[src/rtl/uart_rx_core.sv]
// UART receiver core: 16x oversampled line, majority-of-three bit decision, 5-8 data bits,
// optional parity, one or two stop bits; each completed frame is strobed out with RxDone.
module uart_rx_core #(
  parameter int OVS = 16
) (
  input  logic        PCLK,
  input  logic        PRESETn,
  input  logic        RxEn,
  input  logic        RxD,
  input  logic [11:0] UBRR,
  input  logic [1:0]  DLS,
  input  logic        STOP,
  input  logic        PEN,
  input  logic        EPS,
  output logic [7:0]  RxData,
  output logic        RxDone,
  output logic        RxStopBit,
  output logic        RxParityErr,
  output logic        RxBusy
);
  typedef enum logic [2:0] {IDLE, START, DATA, PARITY, STOP1, STOP2} state_t;

  localparam logic [3:0] PH_LAST = 4'(OVS - 1);
  localparam logic [3:0] PH_MID  = 4'(OVS / 2 + 1);
  localparam logic [3:0] PH_S1   = PH_MID - 4'd2;
  localparam logic [3:0] PH_S2   = PH_MID - 4'd1;

  state_t      state_q;
  logic        sync1_q, rxs_q, rxs_prev_q;
  logic [11:0] baud_q, baud_d;
  logic [3:0]  phase_q;
  logic [2:0]  bit_idx_q;
  logic [7:0]  shift_q;
  logic        samp1_q, samp2_q, par_bit_q, stop1_q;
  logic [1:0]  dls_q;
  logic        stop_q, pen_q, eps_q;
  logic [7:0]  rx_data_q;
  logic        rx_done_q, rx_stop_q, rx_perr_q, rx_busy_q;

  logic       tick, mid, wrap, bit_val, last_stop, stop_val, par_x;
  logic [2:0] last_idx;

  always_comb begin
    tick      = RxEn && (baud_q >= UBRR);
    baud_d    = tick ? 12'd0 : baud_q + 12'd1;
    mid       = tick && (phase_q == PH_MID);
    wrap      = tick && (phase_q == PH_LAST);
    bit_val   = (samp1_q & samp2_q) | (samp1_q & rxs_q) | (samp2_q & rxs_q);
    last_idx  = 3'd4 + {1'b0, dls_q};
    last_stop = mid && (((state_q == STOP1) && !stop_q) || (state_q == STOP2));
    stop_val  = (state_q == STOP2) ? (stop1_q & bit_val) : bit_val;
    par_x     = (^shift_q) ^ par_bit_q;
  end

  always_ff @(posedge PCLK or negedge PRESETn) begin
    if (!PRESETn) begin
      sync1_q    <= 1'b1;
      rxs_q      <= 1'b1;
      rxs_prev_q <= 1'b1;
      state_q    <= IDLE;
      baud_q     <= '0;
      phase_q    <= '0;
      bit_idx_q  <= '0;
      shift_q    <= '0;
      samp1_q    <= 1'b0;
      samp2_q    <= 1'b0;
      par_bit_q  <= 1'b0;
      stop1_q    <= 1'b0;
      dls_q      <= '0;
      stop_q     <= 1'b0;
      pen_q      <= 1'b0;
      eps_q      <= 1'b0;
      rx_data_q  <= '0;
      rx_done_q  <= 1'b0;
      rx_stop_q  <= 1'b1;
      rx_perr_q  <= 1'b0;
      rx_busy_q  <= 1'b0;
    end else begin
      sync1_q    <= RxD;
      rxs_q      <= sync1_q;
      rxs_prev_q <= rxs_q;
      rx_done_q  <= 1'b0;
      if (!RxEn) begin
        state_q   <= IDLE;
        rx_busy_q <= 1'b0;
        baud_q    <= '0;
        phase_q   <= '0;
      end else begin
        baud_q <= baud_d;
        if (state_q != IDLE && tick) begin
          phase_q <= phase_q + 4'd1;
          if (phase_q == PH_S1) samp1_q <= rxs_q;
          if (phase_q == PH_S2) samp2_q <= rxs_q;
        end
        case (state_q)
          IDLE: if (rxs_prev_q && !rxs_q) begin
            // Configuration is frozen here so mid-frame register writes cannot corrupt it.
            dls_q     <= DLS;
            stop_q    <= STOP;
            pen_q     <= PEN;
            eps_q     <= EPS;
            baud_q    <= '0;
            phase_q   <= '0;
            bit_idx_q <= '0;
            shift_q   <= '0;
            par_bit_q <= 1'b0;
            stop1_q   <= 1'b0;
            state_q   <= START;
            rx_busy_q <= 1'b1;
          end
          START: begin
            if (mid && bit_val) begin
              state_q   <= IDLE;
              rx_busy_q <= 1'b0;
            end else if (wrap) begin
              state_q <= DATA;
            end
          end
          DATA: begin
            if (mid) shift_q[bit_idx_q] <= bit_val;
            if (wrap) begin
              if (bit_idx_q == last_idx) state_q <= pen_q ? PARITY : STOP1;
              else bit_idx_q <= bit_idx_q + 3'd1;
            end
          end
          PARITY: begin
            if (mid) par_bit_q <= bit_val;
            if (wrap) state_q <= STOP1;
          end
          STOP1: begin
            if (mid && stop_q) stop1_q <= bit_val;
            if (wrap) state_q <= STOP2;
          end
          STOP2: ;
          default: state_q <= IDLE;
        endcase
        // Finish mid-way through the last stop bit so a back-to-back start edge is not missed.
        if (last_stop) begin
          rx_data_q <= shift_q;
          rx_stop_q <= stop_val;
          rx_perr_q <= pen_q & (eps_q ? par_x : ~par_x);
          rx_done_q <= 1'b1;
          state_q   <= IDLE;
          rx_busy_q <= 1'b0;
        end
      end
    end
  end

  assign RxData      = rx_data_q;
  assign RxDone      = rx_done_q;
  assign RxStopBit   = rx_stop_q;
  assign RxParityErr = rx_perr_q;
  assign RxBusy      = rx_busy_q;
endmodule

[config.mk]
export PLATFORM = sky130hd
export DESIGN_NAME = uart_rx_core
export DESIGN_NICKNAME = d
export VERILOG_FILES = /design/src/rtl/uart_rx_core.sv
export SDC_FILE = /design/constraint.sdc
export NUM_CORES = 1
export LEC_CHECK = 0
export CAP_MARGIN = 20
export CORE_MARGIN = 2
export CORE_UTILIZATION = 57
export DETAILED_ROUTE_END_ITERATION = 6
export HOLD_SLACK_MARGIN = 0.03
export PLACE_DENSITY_LB_ADDON = 0.2
export SETUP_SLACK_MARGIN = 0.1
export SKIP_LAST_GASP = 1
export SLEW_MARGIN = 5
export SYNTH_ARGS = -nofsm -noshare
export SYNTH_HDL_FRONTEND = slang
export SYNTH_SLANG_ARGS = --single-unit
[constraint.sdc]
create_clock -name PCLK -period 2.9 [get_ports PCLK]
set_input_delay 0.58 -clock PCLK [delete_from_list [all_inputs] [get_ports PCLK]]
set_output_delay 0.58 -clock PCLK [all_outputs]
set_load 0.02 [all_outputs]
==> results.py, run 1 <==
metrics = {
    "placed_design": {
        "post-place-ws_ns": -0.200,
        "dpl.hpwl_microns": 5030,
        "numPortBuffers": 32,
        "gp_congestion": 0.870,
    },
    "layout": {
        "post-route-util": 0.717,
        "fin_nets": 408,
        "diodes": 0,
        "drive_gt1_frac": 0.129,
        "area_growth_pct": 20.0,
    },
    "timing": {
        "tightest_slew_ns": 0.651,
        "tns_ns": 0,
        "timing_hold_violations_final": 0,
        "fmax_mhz": 362,
        "rsz0062_at_grt": "yes",
        "min_period_ns": 2.76,
        "drv_slew": 0,
        "post-route-period-util": 0.952,
        "skew_ns": 0.00742,
        "finalSetupViolCount": 0,
        "hold_slack_ns": 0.217,
        "fin_ws_ns": 0.140,
        "max-slew-margin-rel": 0.566,
    },
    "yosys": {
        "syn_area_per_cell_sq_um": 9.48,
        "synth_ff_type": "dfrtp_1",
        "synthTopCellsByArea": "dfrtp_1 41%, ha_1 6.9%, xnor2_1 4.8%, mux2_2 4.0%, nor2_1 3.9%",
        "synth_seq_cells": 54,
        "syn_inst": 324,
        "async_flop_share": 1.00,
        "syn_area_sq_mm": 0.00307,
        "ys_types": 43,
        "ys_warn_count": 0,
        "synth_edf_count": 0,
        "yosysSeqAreaShare": 0.442,
        "yosys.area.top_type": "dfrtp_1",
        "synth_nets": 362,
        "synth_top_area_frac": 0.407,
    },
    "critical_path": {
        "critPathCaptureType": "register",
        "worstReg2RegStart": "baud_q[0]",
        "arrival_ns": 3.00,
        "required_ns": 3.13,
        "crit_type": "in -> reg",
        "reg2reg_to": "shift_q[1]",
        "path_max_fanout": 4,
        "ff2ff_path_depth": 9,
        "cp-start-kind": "input pin",
        "r2r_slack_ns": 0.37,
    },
    "global_routing": {
        "track_usage": 0.233,
        "grt_overflow_total": 0,
        "grt_max_degree": 34,
        "grt_pass1_wl_microns": 11200,
        "grt_pass1_vias": 2363,
        "antenna_found_initial": 0,
    },
    "floorplanning": {
        "core_sq_mm": 0.00514,
        "io_pins": 33,
        "initial_core_util": 0.598,
        "die_h_microns": 77.4,
        "die_area_sq_mm": 0.00599,
        "rows": 26,
        "fp.dieW_microns": 77.4,
    },
    "routing": {
        "wl_per_cell_microns": 15.1,
        "first_pass_iters": 4,
        "via_per_inst": 5.87,
        "vias": 2587,
        "finalWirelength_microns": 6670,
        "drc": 0,
        "drt_iter0_markers": 147,
        "ant_nets": 0,
    },
    "clock_tree": {
        "post-cts-setup-buffers": 0,
        "htree_levels": 2,
        "cts_inserted_buffers": 5,
        "clockBufferDepth": 2,
        "insertion_delay_ns": 0.31,
        "path_clk_slew_ns": 0.10,
        "cts_sinks": 54,
        "cts_root_buffer": "clkbuf_8",
        "cts_tree": "done",
    },
    "pwr": {
        "p_leak_nw": 1.65,
        "pwr_density_cell_mw_per_mm2": 499,
        "ir_drop_mv": 0.413,
    },
    "worst_hold_path": {
        "hp-class": "in -> async",
    },
    "outcome": {
        "outcome": "completed",
    },
    "flow_run": {
        "drv_cap": 0,
    },
}
[through the flow]
step | total power (W) | instances | area (sq um)
2_1_floorplan | 0.00124 | 324 | 3070
3_3_place_gp | 0.00139 | 433 | 3560
3_5_place_dp | 0.00140 | 433 | 3560
4_1_cts | 0.00183 | 441 | 3660
5_1_grt | 0.00194 | 441 | 3690
6_report | 0.00184 | 441 | 3690
[sequential cells by signal (all words and copies together) (netlist names), 2 cells and up]
register	count
shift_q	8
dls_q	2
bit_idx_q	3
baud_q	12
state_q	3
RxData	8
phase_q	4
[routing by layer]
metal | vias up | global-route usage | routed length (microns) | share of wire
met5 | - | 0 | 0 | 0
met1 | 1259 | 0.332 | 3050 | 0.46
met2 | 90 | 0.375 | 3140 | 0.47
li1 | 1230 | - | - | -
met4 | 0 | 0.0571 | 65 | 0.0097
met3 | 8 | 0.0384 | 413 | 0.062
[layout make-up]
class / count / area [sq um]
Timing Repair Buffer: 49 / 443
Clock buffer: 5 / 68.8
Tap cell: 70 / 87.6
Sequential cell: 54 / 1360
Fill cell: 440 / 1450
Multi-Input combinational cell: 233 / 1600
Clock inverter: 3 / 25.0
Inverter: 27 / 101
[cell families after synthesis]
family	synth area share
adder cells (fa/ha/maj)	0.0692
flip-flops	0.442
AND/OR/NAND/NOR	0.163
multiplexers	0.0684
AO/OA/AOI/OAI	0.149
XOR/XNOR	0.0627
buffers and inverters	0.0460
[what timing repair did]
action,in CTS,in global routing
hold endpoints to repair,0,0
gates resized for setup,0,6
setup endpoints to repair,0,24
hold buffers,0,0
[cells in the final DEF, fill, tap and decap left out, drive strengths merged, types with 2 or more instances in the layout]
cell,n
a211oi,5
a21boi,2
a21oi,13
a31oi,4
a41oi,2
and3,4
buf,18
clkbuf,5
clkdlybuf4s50,31
dfrtp,50
dfstp,4
ha,17
inv,28
mux2,16
mux2i,3
nand2,29
nand2b,4
nand3,14
nand4,6
nand4b,3
nor2,33
nor2b,2
nor3,8
o211ai,6
o21ai,19
o22ai,5
o311ai,2
o41ai,2
or3,3
xnor2,17
xor2,5
[cell usage after synthesis (3+ instances only)]
| master | number |
|---|---|
| a211oi_1 | 5 |
| a21oi_1 | 13 |
| a31oi_1 | 4 |
| and3_1 | 4 |
| clkbuf_1 | 7 |
| dfrtp_1 | 50 |
| dfstp_2 | 4 |
| ha_1 | 17 |
| inv_1 | 27 |
| mux2_1 | 5 |
| mux2_2 | 11 |
| mux2i_1 | 3 |
| nand2_1 | 29 |
| nand2b_1 | 4 |
| nand3_1 | 14 |
| nand4_1 | 6 |
| nand4b_1 | 3 |
| nor2_1 | 32 |
| nor3_1 | 8 |
| o211ai_1 | 6 |
| o21ai_0 | 17 |
| o22ai_1 | 5 |
| or3_1 | 3 |
| xnor2_1 | 17 |
| xor2_1 | 5 |
[where the power goes]
group | internal (W) | leakage (nW) | switching [W]
clock | 0.000175 | 0.0447 | 0.000261
combinational | 0.000219 | 0.880 | 0.000281
sequential | 0.000815 | 0.727 | 0.0000881
[worst max-delay path: stages]
cell and delay [ns]:
clkdlybuf4s50_1 0.46, inv_1 0.04, ha_1 0.29, a2111oi_2 0.07, buf_4 0.14, o41a_1 0.45
a21boi_0 0.46, nand3_1 0.27, o211ai_1 0.23
[how the worst max path moves through the flow]
stage / from / to / slack, ns / cells past startpoint
after floorplan: UBRR[9] / samp1_q / 0.42 / 7
after global placement: UBRR[9] / shift_q[1] / -0.15 / 8
after detailed placement: UBRR[6] / samp2_q / -0.20 / 9
after global routing: UBRR[0] / shift_q[7] / 0.07 / 9
final: UBRR[1] / shift_q[1] / 0.14 / 9
after CTS: UBRR[6] / samp2_q / 0.13 / 9
No activity file was read; power rests on OpenSTA's default activity.
==> run 2, diff against run 1 <==
- GPL_TIMING_DRIVEN: not set -> 0
==> run 2 against run 1 <==
  * Wire length grew 5.4%
  * Global-route usage is 0.58 points higher
  * Maximum frequency shrank 0.99%
  * Via count barely moved
  * Clock skew increased by 0.0063 ns
  * Hold slack improved by 0.040 ns
  * Non-clock buffer count is 3 lower
  * Largest cell class unchanged
==> results.py, run 2 (synthesized netlist as in run 1, its figures left out) <==
metrics = {
    "timing": {
        "skew_ns": 0.0137,
        "fmax_mhz": 359,
        "rsz0062_at_grt": "no",
        "drv_slew": 0,
        "tightest_slew_ns": 0.700,
        "post-route-period-util": 0.961,
        "max-slew-margin-rel": 0.530,
        "timing_hold_violations_final": 0,
        "finalSetupViolCount": 0,
        "fin_ws_ns": 0.112,
        "min_period_ns": 2.79,
        "hold_slack_ns": 0.257,
    },
    "routing": {
        "vias": 2585,
        "ant_nets": 0,
        "drc": 0,
        "wl_per_cell_microns": 16.0,
        "drt_iter0_markers": 252,
        "via_per_inst": 5.90,
        "finalWirelength_microns": 7030,
        "first_pass_iters": 5,
    },
    "pwr": {
        "ir_drop_mv": 0.396,
        "pwr_density_cell_mw_per_mm2": 515,
        "p_leak_nw": 1.66,
    },
    "global_routing": {
        "grt_pass1_vias": 2515,
        "track_usage": 0.239,
        "grt_pass1_wl_microns": 11500,
        "antenna_found_initial": 0,
        "grt_max_degree": 30,
        "grt_overflow_total": 0,
    },
    "layout": {
        "drive_gt1_frac": 0.128,
        "post-route-util": 0.731,
        "stdcell_area_sq_mm": 0.00376,
        "final_common_cell": "dfrtp_1",
        "final_cell_mix": "50 x dfrtp_1, 32 x nor2_1, 29 x nand2_1",
        "largest_reg_flops": 12,
        "diodes": 0,
        "fillers": 403,
        "area_growth_pct": 22.4,
        "top_register": "baud_q",
        "fin_nets": 405,
    },
    "floorplanning": {
        "die_area_sq_mm": 0.00599,
        "io_pins": 33,
        "fp.dieW_microns": 77.4,
        "rows": 26,
        "die_h_microns": 77.4,
        "core_sq_mm": 0.00514,
        "initial_core_util": 0.598,
    },
    "placed_design": {
        "numPortBuffers": 32,
        "post-place-ws_ns": -0.334,
        "dpl.hpwl_microns": 4820,
        "gp_congestion": 0.889,
        "place_area_sq_mm": 0.00349,
    },
    "critical_path": {
        "critPathCaptureType": "register",
        "r2r_slack_ns": 0.31,
        "cp-start-kind": "input pin",
        "arrival_ns": 2.99,
        "required_ns": 3.10,
        "crit_type": "in -> reg",
        "path_max_fanout": 4,
    },
    "clock_tree": {
        "clockBufferDepth": 2,
        "cts_sinks": 54,
        "cts_root_buffer": "clkbuf_8",
        "htree_levels": 2,
        "postCtsHoldBufs": 0,
        "path_clk_slew_ns": 0.10,
        "insertion_delay_ns": 0.32,
        "cts_tree": "done",
        "cts_inserted_buffers": 5,
    },
    "outcome": {
        "outcome": "completed",
    },
    "flow_run": {
        "drv_cap": 0,
    },
    "worst_hold_path": {
        "hp-class": "in -> async",
    },
}
run 2: cell types whose count changed in the layout (fill, tap and decap cells not counted), moves of 2 or more:
| cell | previous run | this run |
|---|---|---|
| inv_1 | 27 | 23 |
| buf_12 | 0 | 2 |
| clkdlybuf4s50_1 | 31 | 27 |
| clkbuf_1 | 0 | 7 |
| dlymetal6s2s_1 | 0 | 4 |
| ha_1 | 17 | 13 |
| inv_2 | 0 | 4 |
| buf_4 | 17 | 2 |
| ha_4 | 0 | 4 |
run 2: final cells by class:
cell class | count | area [sq um] | area share
Timing Repair Buffer | 36 | 380 | 0.101
Multi-Input combinational cell | 233 | 1670 | 0.444
Inverter | 27 | 101 | 0.0270
Buffer | 10 | 46.3 | 0.0123
Clock buffer | 5 | 68.8 | 0.0183
Tap cell | 70 | 87.6 | 0.0233
Sequential cell | 54 | 1360 | 0.361
Clock inverter | 3 | 47.5 | 0.0126
run 2: path summary, 6_finish.rpt:
check | startpoint | cells past startpoint | end
max | UBRR[2] | 10 | samp2_q
min | PRESETn | 1 | baud_q[0]
max reg2reg | baud_q[9] | 7 | samp2_q
min reg2reg | sync1_q | 0 | rxs_q
max in group asynchronous | PRESETn | 2 | rxs_prev_q
min in group PCLK | sync1_q | 0 | rxs_q
run 2: per-layer routing:
| layer | vias up | routed length, microns | share of wire | global-route usage |
|---|---|---|---|---|
| met1 | 1230 | 3000 | 0.43 | 0.317 |
| met4 | 0 | 119 | 0.017 | 0.0857 |
| met5 | - | 0 | 0 | 0 |
| met2 | 103 | 3400 | 0.48 | 0.397 |
| li1 | 1238 | - | - | - |
| met3 | 14 | 508 | 0.072 | 0.0407 |
run 2: worst max-delay path, cell delays in order:
cell,delay [ns]
clkdlybuf4s50_1,0.46
inv_1,0.04
ha_1,0.28
o21a_1,0.13
nor2_1,0.07
o41a_1,0.45
buf_4,0.17
a221oi_4,0.28
nand4b_1,0.18
mux2_4,0.33
run 2: stage by stage:
stage               cells  setup TNS [ns]  power (W)
finish                438               0    0.00194
global route          438               0    0.00204
CTS                   436               0    0.00191
detailed placement    427           -8.05    0.00139
global placement      426          -25.65    0.00137
floorplan             324               0    0.00124
run 2: repair_timing:
| action | 4_1_cts | 5_1_grt |
|---|---|---|
| pin swaps | 2 | 9 |
| gates resized for setup | 2 | 21 |
| setup endpoints to repair | 19 | 34 |
| setup buffers | 1 | 2 |
run 2: power breakdown:
group / leakage, nW / internal, W / switching [W]
sequential: 0.727 / 0.000815 / 0.0000476
combinational: 0.879 / 0.000222 / 0.000326
clock: 0.0587 / 0.000262 / 0.000263
